[src/rtl/song_pkg.sv]
// Shared definitions for the song player: note-word layout, end marker and FSM states.
package song_pkg;

  localparam int PITCH_LSB = 16;
  localparam int PITCH_W   = 16;
  localparam int DUR_LSB   = 0;
  localparam int DUR_W     = 16;

  localparam logic [DUR_W-1:0] END_DURATION = '0;

  typedef enum logic [2:0] {
    IDLE,
    FETCH,
    WAIT,
    PLAY,
    PAUSED
  } state_e;

  function automatic logic [PITCH_W-1:0] get_pitch(input logic [31:0] word);
    return word[PITCH_LSB +: PITCH_W];
  endfunction

  function automatic logic [DUR_W-1:0] get_dur(input logic [31:0] word);
    return word[DUR_LSB +: DUR_W];
  endfunction

endpackage

[src/rtl/tick_prescaler.sv]
// Emits a single-cycle tick after every TICK_DIV enabled cycles; clear restarts the count.
module tick_prescaler #(
  parameter int TICK_DIV = 100000
) (
  input  logic clk_i,
  input  logic rst_ni,
  input  logic clear_i,
  input  logic en_i,
  output logic tick_o
);

  localparam int CNT_W = (TICK_DIV > 1) ? $clog2(TICK_DIV) : 1;

  logic [CNT_W-1:0] cnt_q, cnt_d;

  assign tick_o = en_i && (cnt_q == CNT_W'(TICK_DIV - 1));

  always_comb begin
    cnt_d = cnt_q;
    if (clear_i) begin
      cnt_d = '0;
    end else if (en_i) begin
      cnt_d = tick_o ? '0 : cnt_q + CNT_W'(1);
    end
  end

  always_ff @(posedge clk_i or negedge rst_ni) begin
    if (!rst_ni) begin
      cnt_q <= '0;
    end else begin
      cnt_q <= cnt_d;
    end
  end

endmodule

[src/rtl/song_player_ctrl.sv]
// Song player: fetches note words from song memory and presents each pitch for
// duration*TICK_DIV cycles, with pause, stop and loop-on-end-marker control.
module song_player_ctrl
  import song_pkg::*;
#(
  parameter int ADDR_W   = 10,
  parameter int TICK_DIV = 100000
) (
  input  logic              ACLK,
  input  logic              ARESETN,
  input  logic              start,
  input  logic              stop,
  input  logic              pause,
  input  logic              loop_en,
  input  logic [ADDR_W-1:0] base_addr,
  output logic              mem_en,
  output logic [ADDR_W-1:0] mem_addr,
  input  logic [31:0]       mem_rdata,
  output logic              note_valid,
  output logic [15:0]       note_pitch,
  output logic              busy,
  output logic              done
);

  state_e             state_q, state_d;
  logic [ADDR_W-1:0]  addr_q, addr_d;
  logic [ADDR_W-1:0]  base_q, base_d;
  logic [DUR_W-1:0]   dur_q, dur_d;
  logic [PITCH_W-1:0] pitch_q, pitch_d;
  logic               valid_q, valid_d;
  logic               done_q, done_d;
  logic               presc_clr, presc_en, tick;
  logic [DUR_W-1:0]   rd_dur;

  assign rd_dur   = get_dur(mem_rdata);
  assign presc_en = (state_q == PLAY) && !stop;

  tick_prescaler #(
    .TICK_DIV(TICK_DIV)
  ) u_presc (
    .clk_i  (ACLK),
    .rst_ni (ARESETN),
    .clear_i(presc_clr),
    .en_i   (presc_en),
    .tick_o (tick)
  );

  always_comb begin
    state_d   = state_q;
    addr_d    = addr_q;
    base_d    = base_q;
    dur_d     = dur_q;
    pitch_d   = pitch_q;
    valid_d   = valid_q;
    done_d    = 1'b0;
    presc_clr = 1'b0;
    if (stop) begin
      state_d = IDLE;
      valid_d = 1'b0;
    end else begin
      case (state_q)
        IDLE: begin
          if (start) begin
            addr_d  = base_addr;
            base_d  = base_addr;
            state_d = FETCH;
          end
        end
        FETCH: state_d = WAIT;
        WAIT: begin
          if (rd_dur != END_DURATION) begin
            pitch_d   = get_pitch(mem_rdata);
            dur_d     = rd_dur;
            presc_clr = 1'b1;
            valid_d   = 1'b1;
            state_d   = PLAY;
          end else if (loop_en && (addr_q != base_q)) begin
            addr_d  = base_q;
            state_d = FETCH;
          end else begin
            done_d  = 1'b1;
            valid_d = 1'b0;
            state_d = IDLE;
          end
        end
        PLAY: begin
          if (tick) dur_d = dur_q - DUR_W'(1);
          // The final tick wins over pause so a paused note never resumes at zero.
          if (tick && (dur_q == DUR_W'(1))) begin
            addr_d  = addr_q + ADDR_W'(1);
            state_d = FETCH;
          end else if (pause) begin
            state_d = PAUSED;
          end
        end
        PAUSED: begin
          if (!pause) state_d = PLAY;
        end
        default: state_d = IDLE;
      endcase
    end
  end

  always_ff @(posedge ACLK or negedge ARESETN) begin
    if (!ARESETN) begin
      state_q <= IDLE;
      addr_q  <= '0;
      base_q  <= '0;
      dur_q   <= '0;
      pitch_q <= '0;
      valid_q <= 1'b0;
      done_q  <= 1'b0;
    end else begin
      state_q <= state_d;
      addr_q  <= addr_d;
      base_q  <= base_d;
      dur_q   <= dur_d;
      pitch_q <= pitch_d;
      valid_q <= valid_d;
      done_q  <= done_d;
    end
  end

  assign mem_en     = (state_q == FETCH);
  assign mem_addr   = addr_q;
  assign note_valid = valid_q && (state_q != PAUSED);
  assign note_pitch = pitch_q;
  assign busy       = (state_q != IDLE);
  assign done       = done_q;

endmodule

[config.mk]
export PLATFORM = sky130hd
export DESIGN_NAME = song_player_ctrl
export DESIGN_NICKNAME = d
export VERILOG_FILES = /design/src/rtl/song_pkg.sv /design/src/rtl/tick_prescaler.sv /design/src/rtl/song_player_ctrl.sv
export SDC_FILE = /design/constraint.sdc
export NUM_CORES = 1
export LEC_CHECK = 0
export ABC_AREA = 0
export CAP_MARGIN = 25
export CORE_MARGIN = 2
export CORE_UTILIZATION = 33
export CTS_BUF_LIST = sky130_fd_sc_hd__clkbuf_16
export DETAILED_ROUTE_END_ITERATION = 12
export PLACE_DENSITY = 0.6
export SETUP_SLACK_MARGIN = 0.15
export SLEW_MARGIN = 20
export SYNTH_ARGS = -nofsm -noshare
export SYNTH_HDL_FRONTEND = slang
export SYNTH_HIERARCHICAL = 1
export SYNTH_SLANG_ARGS = --single-unit
[constraint.sdc]
create_clock -name ACLK -period 9.2 [get_ports ACLK]
set_clock_uncertainty 0.15 [all_clocks]
set_input_delay 1.84 -clock ACLK [delete_from_list [all_inputs] [get_ports ACLK]]
set_output_delay 1.84 -clock ACLK [all_outputs]
set_load 0.02 [all_outputs]
; ---- After elaboration in Yosys (flattened, before gate mapping)
; Cells that the tools add are included.
[word_totals]
ff_bits = 74
latchBits = 0
ram_bits = 0
mem_bits_ro = 0
input_bits = 48
output_inout_bits = 30
word_cells = 79
memories = 0
[op_classes]
add_sub_neg = 3
n_mul = 0
div_mod_pow = 0
order_cmp = 0
n_eq_ne = 18
n_shift = 0
muxes = 30
bitwise = 1
n_reduce_logical = 19
[op_table]
columns = operator, count
row1 = $mux W17, 3
row2 = $mux W10, 4
row3 = $mux W16, 2
row4 = $pmux W16 S2, 1
row5 = $pmux W10 S3, 1
row6 = $add A17 B1 Y17 const B, 1
row7 = $eq A17 B17 Y1 const B, 1
row8 = $eq A16 B1 Y1 const B, 1
row9 = $reduce_bool A16 Y1, 1
row10 = $sub A16 B1 Y16 const B, 1
row11 = $mux W3, 5
row12 = $pmux W3 S5, 1
row13 = $mux W1, 12
row14 = $ne A3 B3 Y1 const B, 4
row15 = $add A10 B1 Y10 const B, 1
row16 = $ne A10 B10 Y1, 1
row17 = $ne A2 B2 Y1 const B, 5
row18 = $reduce_and A3 Y1, 3
row19 = $eq A3 B2 Y1 const B, 2
row20 = $reduce_and A6 Y1, 1
row21 = $reduce_bool A2 Y1, 3
row22 = $reduce_bool A3 Y1, 2
row23 = $logic_and A1 B1 Y1, 5
row24 = $ne A4 B3 Y1 const B, 1
row25 = other kinds (9), 9

; ---- Depth between registers and ports, before layout
[depth]
depth_word = 7
ltp_mapped = 13
mapped_depth_nobuf = 10

; ---- Modules after synthesis
; Netlist, hierarchy kept.
[modules_own_cells]
columns = mod, instances, cells_each, area_per_inst_um2, seq_area_each_um2
row1 = song_player_ctrl, 1, 353, 3291.9, 1426.4
row2 = tick_prescaler, 1, 96, 899.6, 425.4

; ---- Worst setup path after synthesis
; Ideal clock, no wire load.
[synth_timing]
path_kind = in2reg
start = input stop
end = register addr_q[0], in the netlist mem_addr[0]
setup_time_ns = 0.125
arrival_time_ns = 4.247
required_ns = 8.925
path_slack_ns = 4.678
cell_stages = 10
path_buffers = 2
path_cell_list = clkbuf_1 > nor2_1 > nand4_1 > nor2_1 > or4bb_1 > or3_4 > o22a_4 > a21o_1 > buf_6 > mux2_4
[synth_via]
elab_chain_len = 6
elab_cells_between_ends = 7
cone_classes = eq/ne (1) / bitwise (1) / reduce/logical (5)
[synth_lines]
columns = element, line_no
row1 = "start, declared", song_player_ctrl.sv:12  ; input logic stop,
row2 = $logic_not A1 Y1, song_player_ctrl.sv:36  ; assign presc_en = (state_q == PLAY) && !stop;
row3 = $logic_and A1 B1 Y1, song_player_ctrl.sv:36
row4 = net presc_en, song_player_ctrl.sv:32  ; logic presc_clr, presc_en, tick;
row5 = $logic_and A1 B1 Y1, tick_prescaler.sv:16  ; assign tick_o = en_i && (cnt_q == CNT_W'(TICK_DIV - 1));
row6 = net tick, song_player_ctrl.sv:32
row7 = $logic_and A1 B1 Y1, song_player_ctrl.sv:89  ; if (tick && (dur_q == DUR_W'(1))) begin
row8 = $ne A2 B1 Y1 (no source line), --
row9 = $reduce_and A6 Y1 (no source line), --
row10 = "end signal, assigned", song_player_ctrl.sv:115  ; addr_q <= addr_d;
row11 = "end, declared", song_player_ctrl.sv:26  ; logic [ADDR_W-1:0] addr_q, addr_d;
; The timed path passes the listed nets, and every way through them passes these cells.
; A chain may end at the register's enable or synchronous reset.

; ---- Worst setup path in the final report
; Same ends and word-level chain as after synthesis.

==> impl_metrics.py <==
metrics = {
    "clock_tree": {
        "cts_tree": "built",
        "cts_root_buf": "clkbuf_16",
        "post_cts.repair.setup_buffers": 0,
        "ctsResizeCount": 0,
        "clkTransAtPathRegs_ns": 0.06,
        "clock_latency_ns": 0.34,
        "cts_max_path_buffers": 2,
        "cts_hold_buf": 0,
        "cts.sinks": 74,
        "ctsHtreeMaxLevel": 3,
        "cts_buffers": 9,
    },
    "worst_hold_path": {
        "holdPathStages": 1,
        "holdCritPathClass": "register to register",
    },
    "synth": {
        "synthCells": 449,
        "synth_nets": 501,
        "synth_edf_count": 0,
        "syn_avg_cell_area_um2": 9.34,
        "synth-async-reset-ratio": 1.00,
        "ys_ff_latch": 74,
        "seq_area_frac_synth": 0.442,
        "synth_cell_type_count": 60,
        "syn_area_um2": 4190,
        "ys.flop_type": "dfrtp_1",
        "yosysWarningCount": 6,
    },
    "route": {
        "final_antenna_net_count": 0,
        "met3_length_um": 612,
        "drc": 0,
        "top_layer_used": "met4",
        "wl_per_cell_um": 15.7,
        "route.met2.wl_um": 4970,
        "vias_per_cell": 5.36,
        "firstDrtPassIters": 4,
        "via_count": 3717,
        "first_iter_violations": 236,
        "wirelength_um": 10900,
        "wl_met1_um": 5150,
    },
    "setup_path": {
        "crit_fanout": 10,
        "worstSetupEndpointType": "register",
        "path_class": "primary input to register",
        "reg2reg_slack_ns": 4.35,
        "critPathLaunchType": "primary input",
        "worstPathRequired_ns": 9.27,
        "cp_data_arrival_time_ns": 5.04,
        "reg2reg_depth": 10,
    },
    "final_layout": {
        "final_common_cell": "clkdlybuf4s50_1",
        "layout-drive-gt1-share": 0.111,
        "antenna_cells": 0,
        "final_cell_mix": "clkdlybuf4s50_1 (76), dfrtp_1 (74), nor2_1 (51)",
        "n_fill_cell": 1237,
        "ff_latch_area_um2": 1850,
        "multiInputGateArea_um2": 2180,
        "area_growth_pct": 29.6,
        "fin_nets": 569,
    },
    "timing": {
        "tightest_slew_ns": 0.930,
        "fin_crit_sh": 0.540,
        "setup_viol": 0,
        "relSlewSlack": 0.378,
        "fin_ws_ns": 4.23,
        "rsz0062_at_grt": "no",
        "fin_tns_setup_ns": 0,
        "fmax_mhz": 201,
        "hold_violations": 0,
        "fin_crit_ns": 4.97,
        "drv_slew": 0,
    },
    "grt": {
        "grtUsageTotal": 0.167,
        "grt_antenna_before_repair": 0,
        "grt_pass1_wl_um": 17800,
        "grt_start_max_net_pins": 75,
        "grt_pass1_vias": 3588,
        "grt_overflow": 0,
    },
    "floorplan": {
        "die_height_um": 117,
        "rows": 41,
        "die_w_um": 117,
        "core_area_um2": 12500,
        "dieArea_um2": 13600,
        "ioPinCount": 78,
        "floorplan.initialDensity": 0.335,
    },
    "run": {
        "maxCapViolations": 0,
    },
    "placed_design": {
        "gp_congestion": 0.804,
        "io_buffers": 77,
        "hpwl_um": 7550,
        "pre_cts_slack_ns": 3.87,
    },
    "status": {
        "status": "complete, no violations",
    },
    "power_and_ir_drop": {
        "ir_drop_uv": 146,
        "power_density_nw_per_um2": 266,
        "power.leakage_uw": 0.00216,
        "finalPower_uw": 1440,
    },
}
## cells in the mapped netlist (5+ instances only)
cell type / count / area [um2]
nand2b_1: 5 / 31.3
nand3_1: 13 / 65.1
nand4_1: 8 / 50.1
nor4_1: 14 / 87.6
a211oi_1: 7 / 52.6
xor2_1: 14 / 123
clkbuf_1: 15 / 56.3
xnor2_1: 8 / 70.1
o22ai_1: 7 / 43.8
a31oi_1: 10 / 62.6
nor2_1: 51 / 191
nor3_1: 7 / 35.0
a21oi_1: 34 / 170
or3_1: 8 / 50.1
and3_1: 8 / 50.1
inv_1: 15 / 56.3
nand2_1: 27 / 101
mux2_2: 26 / 293
o21ai_0: 28 / 140
dfrtp_1: 74 / 1850
## layer usage
metal / up-vias / track usage
li1: 1787 / -
met1: 1818 / 0.233
met2: 101 / 0.255
met3: 11 / 0.0374
met4: 0 / 0.0573
met5: - / 0
## through the flow
step / hold WS, ns / area [um2] / std cells / util
2_1_floorplan: 0.333 / 4190 / 449 / -
3_3_place_gp: 0.337 / 5090 / 676 / 0.406
3_5_place_dp: 0.342 / 5100 / 677 / 0.407
4_1_cts: 0.360 / 5410 / 692 / 0.432
5_1_grt: 0.371 / 5430 / 693 / 0.434
6_report: 0.355 / 5430 / 693 / 0.434
## state kept, by name, indices dropped and copies added, names as in the netlist
signal and cells:
base_q 10, done 1, dur_q 16, mem_addr 10, note_pitch 16, state_q 3
u_presc/cnt_q 17, valid_q 1
## power by group
part	internal (uW)	total (uW)	switching (uW)	leakage, uW
sequential	440	569	129	0.000915
combinational	258	508	250	0.00111
clock	234	366	133	0.000143
total	932	1440	511	0.00216
## logic make-up after synthesis
kind of cell,after synthesis,synth area share
XOR/XNOR,22,0.0460
flip-flops,74,0.442
AO/OA/AOI/OAI,118,0.179
multiplexers,31,0.0854
adder cells (fa/ha/maj),4,0.0119
buffers and inverters,39,0.0379
AND/OR/NAND/NOR,161,0.198
## critical path: stages
cell and delay, ns:
clkdlybuf4s50_1 0.54, nor2_1 0.43, nand4_1 0.21, nor2_1 0.21, or4bb_1 0.51, or3_4 0.37, o22a_4 0.25, a21o_1 0.32
mux2_4 0.35
## final timing paths
check	startpoint	endpoint
setup / recovery	stop	mem_addr[0]$_DFFE_PN0P_
hold / removal	note_pitch[12]$_DFFE_PN0P_	note_pitch[12]$_DFFE_PN0P_
setup reg to reg	state_q[1]$_DFFE_PN0P_	mem_addr[0]$_DFFE_PN0P_
hold reg to reg	note_pitch[12]$_DFFE_PN0P_	note_pitch[12]$_DFFE_PN0P_
max in group asynchronous	ARESETN	dur_q[6]$_DFFE_PN0P_
min in group asynchronous	ARESETN	base_q[6]$_DFFE_PN0P_
## final cells by class
type,count,share of cell area
inverter,15,0.0104
multi-input combinational,336,0.401
sequential,74,0.341
tap,172,0.0396
clock inverter,6,0.0152
timing repair buffer,81,0.151
clock buffer,9,0.0414
Note: power is estimated with default switching activity, not from simulation.
